## config.mk

```make
export PLATFORM = sky130hd
export DESIGN_NAME = rv_rr_arbiter
export DESIGN_NICKNAME = d
export VERILOG_FILES = /design/src/rtl/rv_rr_arbiter.sv
export SDC_FILE = /design/constraint.sdc
export NUM_CORES = 1
export LEC_CHECK = 0
export ABC_AREA = 1
export CAP_MARGIN = 15
export CORE_ASPECT_RATIO = 0.6
export CORE_UTILIZATION = 48
export DETAILED_ROUTE_END_ITERATION = 10
export GPL_TIMING_DRIVEN = 0
export PLACE_DENSITY = 0.76
export SYNTH_ARGS = -nofsm -noshare
export SYNTH_HDL_FRONTEND = slang
export SYNTH_SLANG_ARGS = --single-unit
```

## constraint.sdc

```tcl
create_clock -name clk -period 3 [get_ports clk]
set_clock_uncertainty 0.15 [all_clocks]
set_input_delay 0.6 -clock clk [delete_from_list [all_inputs] [get_ports clk]]
set_output_delay 0.6 -clock clk [all_outputs]
set_load 0.005 [all_outputs]
```

## src/rtl/rv_rr_arbiter.sv

```systemverilog
// -----------------------------------------------------------------------------
// rv_rr_arbiter
//
// Round-robin arbiter sharing one execution resource (functional unit, memory
// port, ...) among N requesters. The request mask is rotated by a priority
// pointer and the first set bit of the rotated mask wins. The winner is held
// in a registered grant offered with a valid/ready handshake. The requester
// may optionally lock the resource across a multi-beat transfer.
//
// Ports
//   clk             in   clock, all state on rising edge
//   reset_n         in   asynchronous active-low reset
//   req_i           in   [N-1:0]     request mask, bit i = requester i
//   lock_i          in   sampled only on the handshake cycle; 1 = hold resource
//   unlock_i        in   single-cycle pulse releasing a locked resource
//   grant_ready_i   in   shared unit accepts the current grant
//   grant_valid_o   out  grant offered
//   grant_index_o   out  [LOGN-1:0]  winner index
//   grant_onehot_o  out  [N-1:0]     one-hot winner, zero when no grant held
//   busy_o          out  resource locked to grant_index_o
//
// All outputs come straight from flops. No combinational input-to-output path.
// -----------------------------------------------------------------------------
module rv_rr_arbiter #(
   parameter int N    = 8,
   parameter int LOGN = $clog2(N)
) (
   input  logic            clk,
   input  logic            reset_n,
   input  logic [N-1:0]    req_i,
   input  logic            lock_i,
   input  logic            unlock_i,
   input  logic            grant_ready_i,
   output logic            grant_valid_o,
   output logic [LOGN-1:0] grant_index_o,
   output logic [N-1:0]    grant_onehot_o,
   output logic            busy_o
);

   // N at LOGN+1 bits, the width used for modulo reduction of pointer sums.
   localparam logic [LOGN:0] N_W = (LOGN+1)'(N);

   typedef enum logic [1:0] {
      ST_IDLE,
      ST_OFFER,
      ST_LOCKED
   } state_e;

   state_e          state_q;
   logic [LOGN-1:0] ptr_q;
   logic [LOGN-1:0] index_q;
   logic [N-1:0]    onehot_q;
   logic            valid_q;
   logic            busy_q;

   logic            any_req;
   logic            handshake;
   logic [LOGN:0]   inc_w;
   logic [LOGN-1:0] ptr_inc;
   logic [LOGN-1:0] sel_ptr;
   logic [N-1:0]    rot;
   logic [LOGN-1:0] cnt;
   logic [LOGN:0]   sum_w;
   logic [LOGN-1:0] win;
   logic [N-1:0]    win_onehot;

   assign any_req   = |req_i;
   assign handshake = valid_q & grant_ready_i;

   // Pointer that follows the current grant: (index + 1) mod N.
   assign inc_w   = {1'b0, index_q} + (LOGN+1)'(1);
   assign ptr_inc = (inc_w >= N_W) ? '0 : inc_w[LOGN-1:0];

   // In OFFER a reselect happens only on a handshake, and it must already use
   // the pointer that handshake produces, so back-to-back grants keep rotating.
   // In IDLE the stored pointer is the reference.
   assign sel_ptr = (state_q == ST_OFFER) ? ptr_inc : ptr_q;

   // Rotate so that requester sel_ptr sits at bit 0.
   assign rot = N'({req_i, req_i} >> sel_ptr);

   // Trailing-zero count of the rotated mask. Scanning from the top down lets
   // the lowest set bit overwrite earlier hits.
   // NOTE: every always_comb output gets a default first, so no path leaves it
   // unassigned and no latch is inferred.
   always_comb begin
      cnt = '0;
      for (int i = N - 1; i >= 0; i--) begin
         if (rot[i]) cnt = LOGN'(i);
      end
   end

   // win = (sel_ptr + cnt) mod N. Both operands are < N, so one conditional
   // subtraction is enough. This also holds for a non-power-of-two N.
   always_comb begin
      sum_w = {1'b0, sel_ptr} + {1'b0, cnt};
      if (sum_w >= N_W) win = LOGN'(sum_w - N_W);
      else              win = sum_w[LOGN-1:0];
   end

   assign win_onehot = N'(1) << win;

   // Single FSM process. Every output register is updated here together with
   // the state, so outputs change only on the clock edge (or on reset).
   // NOTE: sequential state uses non-blocking assignments only. All flops then
   // sample pre-edge values and the block has no ordering dependence.
   always_ff @(posedge clk or negedge reset_n) begin
      if (!reset_n) begin
         state_q  <= ST_IDLE;
         ptr_q    <= '0;
         index_q  <= '0;
         onehot_q <= '0;
         valid_q  <= 1'b0;
         busy_q   <= 1'b0;
      end else begin
         case (state_q)
            ST_IDLE: begin
               if (any_req) begin
                  index_q  <= win;
                  onehot_q <= win_onehot;
                  valid_q  <= 1'b1;
                  state_q  <= ST_OFFER;
               end
            end

            // The grant is sticky. It is not retracted if the winner's request
            // drops, and it only moves on a handshake.
            ST_OFFER: begin
               if (handshake) begin
                  ptr_q <= ptr_inc;
                  if (lock_i) begin
                     valid_q <= 1'b0;
                     busy_q  <= 1'b1;
                     state_q <= ST_LOCKED;
                  end else if (any_req) begin
                     index_q  <= win;
                     onehot_q <= win_onehot;
                  end else begin
                     valid_q  <= 1'b0;
                     onehot_q <= '0;
                     state_q  <= ST_IDLE;
                  end
               end
            end

            // Resource is owned by index_q. Requests are ignored until released.
            ST_LOCKED: begin
               if (unlock_i) begin
                  busy_q   <= 1'b0;
                  onehot_q <= '0;
                  state_q  <= ST_IDLE;
               end
            end

            default: begin
               valid_q  <= 1'b0;
               busy_q   <= 1'b0;
               onehot_q <= '0;
               state_q  <= ST_IDLE;
            end
         endcase
      end
   end

   assign grant_valid_o  = valid_q;
   assign grant_index_o  = index_q;
   assign grant_onehot_o = onehot_q;
   assign busy_o         = busy_q;

   // Structural invariants of the registered outputs.
   a_valid_busy_excl : assert property (@(posedge clk) disable iff (!reset_n)
      !(valid_q && busy_q));

   a_onehot_match : assert property (@(posedge clk) disable iff (!reset_n)
      (valid_q || busy_q) |-> (onehot_q == (N'(1) << index_q)));

   a_onehot_idle : assert property (@(posedge clk) disable iff (!reset_n)
      (!valid_q && !busy_q) |-> (onehot_q == '0));

   a_index_range : assert property (@(posedge clk) disable iff (!reset_n)
      ({1'b0, index_q} < N_W) && ({1'b0, ptr_q} < N_W));

endmodule

```

# [Word level (Yosys, flattened, before mapping)]
# Cells that the tools add are included.
[classes] magnitude_cmp=2 n_mux=36 n_addsub=3 bitwise_logic=3 n_shift=2 n_reduce_logical=9 n_eq_ne=8
[op_table] operator="2-to-1 mux 3 bit" n=14
[op_table] operator="2-to-1 mux 8 bit" n=5
[op_table] operator="one-hot mux 8 bit (3 select lines)" n=1
[op_table] operator="AND reduction 4 bit" n=4
[op_table] operator="right shift 16 x 3 -> 8 bit" n=1
[op_table] operator="2-to-1 mux 2 bit" n=5
[op_table] operator="!= test 2 bit (second input constant)" n=5
[op_table] operator=">= comparator 4 bit (second input constant)" n=2
[op_table] operator="OR reduction 8 bit" n=1
[op_table] operator="left shift 1 x 3 -> 8 bit (first input constant)" n=1
[op_table] operator="2-to-1 mux 1 bit" n=7
[op_table] operator="one-hot mux 1 bit (3 select lines)" n=2
[op_table] operator="one-hot mux 2 bit (3 select lines)" n=1
[op_table] operator="one-hot mux 3 bit (2 select lines)" n=1
[op_table] operator="adder 3 x 1 -> 4 bit (second input constant)" n=1
[op_table] operator="adder 3 x 3 -> 4 bit" n=1
[op_table] operator="!= test 3 bit (second input constant)" n=1
[op_table] operator="AND reduction 3 bit" n=1
[op_table] operator="subtractor 3 x 1 -> 3 bit (second input constant)" n=1
[op_table] operator="== test 2 x 1 -> 1 bit (second input constant)" n=1
[op_table] operator="== test 2 bit (second input constant)" n=1
[op_table] operator="logical NOT 2 bit" n=1
[op_table] operator="inverter 1 bit" n=2
[op_table] operator="AND reduction 2 bit" n=1
[op_table] operator="2 further kinds" n=2
[word_totals] ff_bits=18 out_inout_bits=13 input_bits=13

# [Longest topological paths before layout]
# Gate-level depths: netlist (run 1).
[depth] ltp_word=21 depth_mapped=25

# [Worst setup path before layout (run 1)]
# OpenSTA, ideal clock, no wires.
[synth_timing] kind="reg2reg" startpoint="reg index_q[0], in the netlist grant_index_o[0]" endpoint="reg onehot_q[0], in the netlist grant_onehot_o[0]" path_buffers=1 path_stages_with_launch=21 setup_time_ns=0.117 period_less_slack_ns=3.159 setup_slack_ns=-0.159 arrival_ns=2.892 cell_sequence="dfrtp_1 > ha_1 > o21ai_2 > buf_6 > nand3_1 > nand3_1 > nand2_1 > inv_1 > nand2_1 > nand2_1 > nand2_1 > a21boi_0 > ha_1 > inv_1 > fa_1 > xor2_1 > inv_1 > nand3_4 > nand2_2 > nand2_1 > nand2_1"
[synth_via] elab_chain_len=21 elab_cells_between_ends=23
[synth_lines] element="from (decl)" line="51" text="logic [LOGN-1:0] index_q;"
[synth_lines] element="from (signal assigned)" line="119" text="index_q <= win;"
[synth_lines] element="from (signal assigned)" line="136" text="index_q <= win;"
[synth_lines] element="adder 3 x 1 -> 4 bit *" line="71" text="assign inc_w = {1'b0, index_q} + (LOGN+1)'(1);"
[synth_lines] element=">= comparator 4 bit" line="72" text="assign ptr_inc = (inc_w >= N_W) ? '0 : inc_w[LOGN-1:0];"
[synth_lines] element="2-to-1 mux 3 bit *" line="72"
[synth_lines] element="via ptr_inc[1]" line="59" text="logic [LOGN-1:0] ptr_inc;"
[synth_lines] element="2-to-1 mux 3 bit *" line="77" text="assign sel_ptr = (state_q == ST_OFFER) ? ptr_inc : ptr_q;"
[synth_lines] element="right shift 16 x 3 -> 8 bit" line="80" text="assign rot = N'({req_i, req_i} >> sel_ptr);"
[synth_lines] element="2-to-1 mux 3 bit (8 in series)" line="89" text="if (rot[i]) cnt = LOGN'(i);"
[synth_lines] element="adder 3 x 3 -> 4 bit *" line="96" text="sum_w = {1'b0, sel_ptr} + {1'b0, cnt};"
[synth_lines] element=">= comparator 4 bit or subtractor 3 x 1 -> 3 bit (tied branches)" line="97" text="if (sum_w >= N_W) win = LOGN'(sum_w - N_W);"
[synth_lines] element="2-to-1 mux 3 bit *" line="97"
[synth_lines] element="left shift 1 x 3 -> 8 bit *" line="101" text="assign win_onehot = N'(1) << win;"
[synth_lines] element="2-to-1 mux 8 bit" line="135" text="end else if (any_req) begin"
[synth_lines] element="2-to-1 mux 8 bit" line="131" text="if (lock_i) begin"
[synth_lines] element="2-to-1 mux 8 bit" line="129" text="if (handshake) begin"
[synth_lines] element="one-hot mux 8 bit (3 select lines) *" line="116" text="case (state_q)"
[synth_lines] element="to (signal assigned)" line="120" text="onehot_q <= win_onehot;"
[synth_lines] element="to (signal assigned)" line="137" text="onehot_q <= win_onehot;"
[synth_lines] element="to (decl)" line="52" text="logic [N-1:0] onehot_q;"
# Mark *: on every way through the listed nets, which the timed path passes. The rest lies on a longest branch. The select of a mux whose other input is x is not followed.
# A chain may end at the register's enable or synchronous reset.

# [Final worst setup path (run 1)]
[layout_timing] startpoint="reg index_q[1], in the netlist grant_index_o[1]" endpoint="reg onehot_q[5], in the netlist grant_onehot_o[5]"
# The elaborated chain is that of the path after synthesis.

==> impl_results.md, run 1 <==
* Busiest grt layer: met1
* Worst-path clk slew at 70 ps
* Die footprint at 0.00356 mm2
* Highest clock rate at 312 MHz
* Port buffer count at 25
* HP Class: reg -> reg
* Count of final hold-check violations at 0
* Post-layout min period at 3200 ps
* Synthesized area at 0.00159 mm2
* Chip width at 76.4 um
* Routed wire length at 4480 um
* Die Span Y at 46.6 um
* CP endpoint kind: flip-flop
* Antenna cell count at 0
* Met1 usage at 0.391
* Slew headroom at 0.227
* Synth warn at 0
* Final period util at 1.07
* Outcome: finished with violations
* Pre-CTS setup slack at -633 ps
* Final setup margin at -203 ps
* RSZ-0062 raised after global routing: yes
* First-pass GRT wire length at 7100 um
* CTS tree: done
* Final Max Slew Viols at 0
* Vias/cell at 5.35
* Worst-Skew Late Latency at 250 ps
* Drt drc at 0
* Placed inst area at 0.00192 mm2
* Final HPWL from detailed placement at 3210 um
* Final core occ at 0.733
* Largest net degree at the start of global routing at 19
* Startpoint Class: flip-flop
* Initial DRC Count at 149
* Final setup fails at 9
* Detailed Routing Iterations Pass 1 at 4
* Commonest non-fill, non-tap cell in the layout: nand2_1
* Worst-Margin Slew at 1150 ps
* Unique cell type count in the Yosys netlist at 29
* Row count at 15
* Htree depth at 1
* Vias in the first global route at 1486
* RePlAce Congestion at 0.876
* IO Pins at 26
* Starting Density at 0.530
* Core ar. at 0.00300 mm2
* Via count at 1776
* Crit Path Class: reg -> reg
* Total gr overflow at 0
* ANT nets after route at 0
* Grt met3 use at 0.103
* Worst EP required at 3040 ps
* Area Overhead vs Synth at 38.3%
* Post-layout nets at 307
* Post-synthesis instance total at 248
* Commonest non-fill, non-tap cells in the layout: 75 x nand2_1, 46 x nand3_1, 23 x clkdlybuf4s50_1
* Maximum clock path buffer count at 2
* GRT Total Usage at 0.266
* # clock sinks at 18
* Initial antenna violation count at 0
* Number of buffers created by CTS at 3
* Met2 usage in global routing at 0.373
* Max-Cap Viols at 0
* Register bit count reported by yosys at 18
* CP Max Fanout at 5
* Critical Path AT at 3250 ps
* Failing checks: setup timing
* Wire per inst at 13.5 um
* Layout cells sized above 1 at 0.266
* Final non-filler cell area at 0.00220 mm2
* Mapped Nets at 264
* Synthesized area per cell at 6.42 um2
* FF-to-FF path depth at 19
* Seq/Total Area, Yosys at 0.283
* Root Buffer: clkbuf_8
* Hold Path Stages at 2
final timing paths:
path / from / endpoint / slack (ps)
worst max-delay path: grant_index_o[1]$_DFFE_PN0P_ / grant_onehot_o[5]$_DFFE_PN0P_ / -200
worst min-delay path: grant_onehot_o[4]$_DFFE_PN0P_ / grant_onehot_o[4]$_DFFE_PN0P_ / 330
worst max register to register: grant_index_o[1]$_DFFE_PN0P_ / grant_onehot_o[5]$_DFFE_PN0P_ / -200
worst min register to register: grant_onehot_o[4]$_DFFE_PN0P_ / grant_onehot_o[4]$_DFFE_PN0P_ / 330
max in group asynchronous: reset_n / grant_index_o[1]$_DFFE_PN0P_ / 1490
min in group asynchronous: reset_n / ptr_q[0]$_DFFE_PN0P_ / 660
cell usage after synthesis:
cell type / count / area share
inv_4: 1 / 0.0039
xor2_1: 2 / 0.011
nand3b_1: 2 / 0.0094
o21ai_0: 8 / 0.025
ha_1: 2 / 0.016
nor2_1: 9 / 0.021
fa_1: 1 / 0.013
a21boi_0: 2 / 0.0094
o21ai_2: 1 / 0.0055
nor2_2: 2 / 0.0079
inv_2: 2 / 0.0047
nand2_2: 8 / 0.031
nand4_1: 2 / 0.0079
nand3_1: 52 / 0.16
or2_1: 1 / 0.0039
nand3_4: 1 / 0.011
o211ai_1: 1 / 0.0047
nand3_2: 4 / 0.025
buf_4: 2 / 0.0094
nor3_1: 8 / 0.025
dfrtp_1: 18 / 0.28
inv_1: 25 / 0.059
buf_6: 3 / 0.021
o21bai_1: 1 / 0.0047
buf_2: 1 / 0.0031
nand2_4: 1 / 0.0071
nor2_4: 1 / 0.0071
nand2_1: 85 / 0.20
a21oi_1: 2 / 0.0063
cells by family (layout without fill, tap and decap cells):
logic type,Yosys count,in the layout,share of synthesized area
buffers and inverters,34,76,0.101
and+or+nand+nor,176,176,0.521
DFF,18,18,0.283
AOI/OAI and AO/OA,15,15,0.0558
adders and majority gates,3,3,0.0283
xor gates and xnor gates,2,2,0.0110
worst max-delay path, stage by stage (launching register included):
cell	delay, ps
dfrtp_2	450
ha_4	280
o21ai_4	240
nand3_2	140
nand2_1	100
nand2_1	60
nand2_2	70
nand2_1	50
nand2_1	50
nand2_1	50
nand2_1	50
nand2_1	60
a21boi_2	120
ha_2	180
inv_2	30
fa_2	570
nand2_4	80
nor3_4	240
nand3_1	110
nand2_1	70
stage by stage:
step | cells | setup TNS, ps | hold slack [ps]
2_1_floorplan | 248 | 0 | 154
3_3_place_gp | 315 | -4990 | 316
3_5_place_dp | 315 | -5490 | 319
4_1_cts | 331 | -824 | 335
5_1_grt | 332 | -3070 | 362
6_report | 332 | -1380 | 326
area by class of cell:
cell class                 instances  area [um2]
multi-input combinational        196        1130
fill                             238         801
sequential                        18         454
timing repair buffer              38         343
inverter                          28         108
buffer                             6        60.1
clock buffer                       4        55.1
tap                               42        52.6
sequential cells by signal (all words and copies together) (netlist names):
name,flops
grant_index_o,3
ptr_q,3
grant_valid_o,1
busy_o,1
state_q,2
grant_onehot_o,8
layer usage:
layer | part of all wire | wire, um
met4 | 0.011 | 48
met2 | 0.40 | 1780
met3 | 0.11 | 487
met5 | 0 | 0
met1 | 0.48 | 2170
timing repair:
| action | 4_1_cts | 5_1_grt |
|---|---|---|
| endpoints found under the setup margin | 9 | 10 |
| pin swaps | 9 | 13 |
| resized for setup | 33 | 9 |
| buffers inserted | 11 | 1 |
| hold buffers | 0 | 0 |
| gates cloned | 1 | 0 |
Power of run 1 is left out: the tool's default activity adds up to more than one toggle a clock period on the data nets, which glitch-free logic cannot reach.
==> inputs of run 2 (changes only) <==
--- a/config.mk
+++ b/config.mk
@@ -5,7 +5,6 @@
 export SDC_FILE = /design/constraint.sdc
 export NUM_CORES = 1
 export LEC_CHECK = 0
-export ABC_AREA = 1
 export CAP_MARGIN = 15
 export CORE_ASPECT_RATIO = 0.6
 export CORE_UTILIZATION = 48
==> run 2 against run 1 <==
Effect of this change:
- the run still ends with setup timing left
- die area down 5.1%
- core utilization up 9.5 points
- global-route usage up 5.7 points
- sequential share of layout area down 2.0 points
- fmax down 20%
- register-to-register slack worse by 790 ps
- synthesized area down 5.3%
- non-clock buffer count up 10
- cell count down 21%
- design area up 10%
- first-iteration DRC count up 64%
- critical endpoint is now grant_onehot_o[2]$_DFFE_PN0P_
- highest routed layer unchanged
==> impl_results.md, run 2 <==
* Outcome: finished with violations
* Failing checks: setup timing
* Crit-path cells: ha_4 -> and3b_2 -> a21oi_4 -> buf_6 -> mux2i_4 -> mux2i_2 -> buf_4 -> a211o_1 -> a211oi_1 -> or3_1 -> fa_2 -> or3_4 -> nor2_2 -> nand3_1 -> nand3_1
* Core ar. at 0.00293 mm2 (-2.5%)
* Commonest non-fill, non-tap cell in the layout: clkdlybuf4s50_1
* GRT Total Usage at 0.324 (+0.0574)
* Post-layout min period at 3990 ps (+787 ps)
* Die Span Y at 45.4 um (-2.6%)
* Commonest non-fill, non-tap cells in the layout: 24 x clkdlybuf4s50_1, 21 x buf_4, 17 x dfrtp_1
* Post-synthesis instance total at 166 (-33%)
* First-pass GRT wire length at 7630 um (+7.5%)
* Placed inst area at 0.00185 mm2 (-4.0%)
* Synth warn at 0 (unchanged)
* Worst reg-to-reg setup slack at -990 ps (-790 ps)
* Antenna cell count at 0 (unchanged)
* Final HPWL from detailed placement at 2770 um (-14%)
* Critical Path AT at 4050 ps (+800 ps)
* Total gr overflow at 0 (unchanged)
* # clock sinks at 18 (unchanged)
* Hold Path Origin: ptr_q[0]$_DFFE_PN0P_
* Post-synth ARST share at 1.00 (unchanged)
* IO Pins at 26 (unchanged)
* Worst hold slack at 351 ps (+24.2 ps)
* Drt drc at 0 (unchanged)
* CP Max Fanout at 5 (unchanged)
* Synthesized area at 0.00151 mm2 (-5.3%)
* Vias in the first global route at 1459 (-1.8%)
* Register bit count reported by yosys at 18 (unchanged)
* Initial DRC Count at 245 (+64%)
* ANT nets after route at 0 (unchanged)
* Starting Density at 0.515 (-0.0150)
* Number of buffers created by CTS at 3 (unchanged)
* Maximum clock path buffer count at 2 (unchanged)
* Startpoint Class: flip-flop
* Register Area at 452 um2 (-0.55%)
* CTS tree: done
* Root Buffer: clkbuf_8
* EDFF count, synth at 0 (unchanged)
* Multi-input logic area at 0.00133 mm2 (+18%)
* Slew headroom at 0.428 (+0.201)
* Max-Cap Viols at 0 (unchanged)
* CP endpoint kind: flip-flop
* Worst EP required at 3060 ps (+20 ps)
* Worst-Skew Late Latency at 270 ps (+20 ps)
* HP Class: reg -> reg
* Chip width at 74.4 um (-2.6%)
* Seq/Total Area, Yosys at 0.299 (+0.0157)
* Routed wire length at 5720 um (+27%)
* Layout cells sized above 1 at 0.416 (+0.150)
* Final non-filler cell area at 0.00242 mm2 (+10%)
* Top cells by area, synth: dfrtp_1 30%, mux2i_1 17%, mux2_2 6.0%, nand2_1 4.5%, nor2_1 3.7%
* Wire per inst at 21.9 um (+62%)
* CP startpoint: grant_index_o[1]$_DFFE_PN0P_
* Final Max Slew Viols at 0 (unchanged)
* Final period util at 1.33 (+0.262)
* RePlAce Congestion at 0.847 (-3.3%)
* RSZ-0062 raised after global routing: yes
* Row count at 15 (unchanged)
* Top_reg_cell synth: dfrtp_1
* Cell taking the most area after synthesis: dfrtp_1
* Fillers at 136 (-43%)
* Largest register FFs at 8 (unchanged)
* Critical path's largest stage delay at 470 ps (-100 ps)
* Synthesized area per cell at 9.09 um2 (+42%)
* Top-area cell type share of the netlist area at 0.299 (+0.0157)
* Most frequent cell on the critical path: nand3_1
* Final setup margin at -989 ps (-787 ps)
* Setup TNS at -8860 ps (-7480 ps)
* Unique cell type count in the Yosys netlist at 41 (+41%)
* Final setup fails at 11 (+2)
* Die footprint at 0.00338 mm2 (-5.1%)
* Area Overhead vs Synth at 60.7%
* CP top delay family: simple AND/OR/NAND/NOR gates
* Worst-path clk slew at 80 ps (about the same)
* Via count at 1668 (-6.1%)
* Worst-Margin Slew at 853 ps (-294 ps)
* Highest clock rate at 251 MHz (-20%)
* Initial antenna violation count at 0 (unchanged)
* Post-layout nets at 236 (-23%)
* CP max-delay cell: fa_2
* Synth top cells by count: 26 x mux2i_1, 18 x dfrtp_1, 18 x nand2_1, 15 x nor2_1
* Largest net degree at the start of global routing at 19 (unchanged)
* Htree depth at 1 (unchanged)
* Most frequent cell after synthesis: mux2i_1
* Vias/cell at 6.39 (+19%)
* Mapped Nets at 182 (-31%)
* Port buffer count at 25 (unchanged)
* Count of final hold-check violations at 0 (unchanged)
* Buffer and inverter count on the worst path at 2 (+1)
* Crit Path Class: reg -> reg
* R2R Path Start: grant_index_o[1]$_DFFE_PN0P_
* Detailed Routing Iterations Pass 1 at 6 (+2)
-- run 2: cell count changes after synthesis, moves of 8 or more --
cell     previous run  this run
nand2_2             8         0
mux2i_1             0        26
nand3_1            52         8
inv_1              25         7
nand2_1            85        18
mux2_2              0         8
-- run 2: tightest hold or removal path, cell delays in order, from the launching register on --
cell and delay (ps):
dfrtp_1 360, nand2_1 50, o21ai_0 60
-- run 2: stage by stage --
| step | setup WS, ps | cells | utilization |
|---|---|---|---|
| floorplan | -759 | 166 | - |
| global placement | -1110 | 233 | 0.630 |
| detailed placement | -1110 | 233 | 0.630 |
| CTS | -810 | 258 | 0.791 |
| global route | -1090 | 261 | 0.828 |
| finish | -989 | 261 | 0.828 |
-- run 2: final cells by class --
type | instances | share of cell area
buffer | 4 | 0.0196
clock buffer | 4 | 0.0227
inverter | 7 | 0.0108
sequential | 18 | 0.186
multi-input combinational | 136 | 0.549
tap | 42 | 0.0217
timing repair buffer | 50 | 0.190
-- run 2: kinds of logic (layout without fill, tap and decap cells) --
kind of cell               after synthesis  after routing  synth area share
and+or+nand+nor                         58             58             0.203
AOI/OAI and AO/OA                       38             38             0.172
muxes                                   35             35             0.242
DFF                                     18             18             0.299
buffers and inverters                   12             65            0.0423
adders and majority gates                3              3            0.0298
xor gates and xnor gates                 2              2            0.0116
-- run 2: layer usage --
layer  vias to the layer above  track usage  part of all wire
met3                        31       0.0708             0.079
met2                       115        0.512              0.45
met1                       800        0.462              0.42
li1                        722            -                 -
met4                         0       0.0717             0.043
met5                         -            0                 0
-- run 2: path summary, 6_finish.rpt --
| path | endpoint | cells past startpoint |
|---|---|---|
| max | grant_onehot_o[2]$_DFFE_PN0P_ | 15 |
| min | ptr_q[0]$_DFFE_PN0P_ | 2 |
| max reg2reg | grant_onehot_o[2]$_DFFE_PN0P_ | 15 |
| min reg2reg | ptr_q[0]$_DFFE_PN0P_ | 2 |
| max in group asynchronous | state_q[1]$_DFFE_PN0P_ | 1 |
| min in group asynchronous | state_q[0]$_DFFE_PN0P_ | 1 |
-- run 2: repair_timing --
action                                 CTS  global route
setup endpoints to repair               11            11
pin swaps                               21             4
cloned                                   0             0
hold buffers                             0             0
endpoints found under the hold margin    0             0
buffers inserted                        22             3
gates resized for setup                 54            15
Power of run 2 is left out for the same reason.
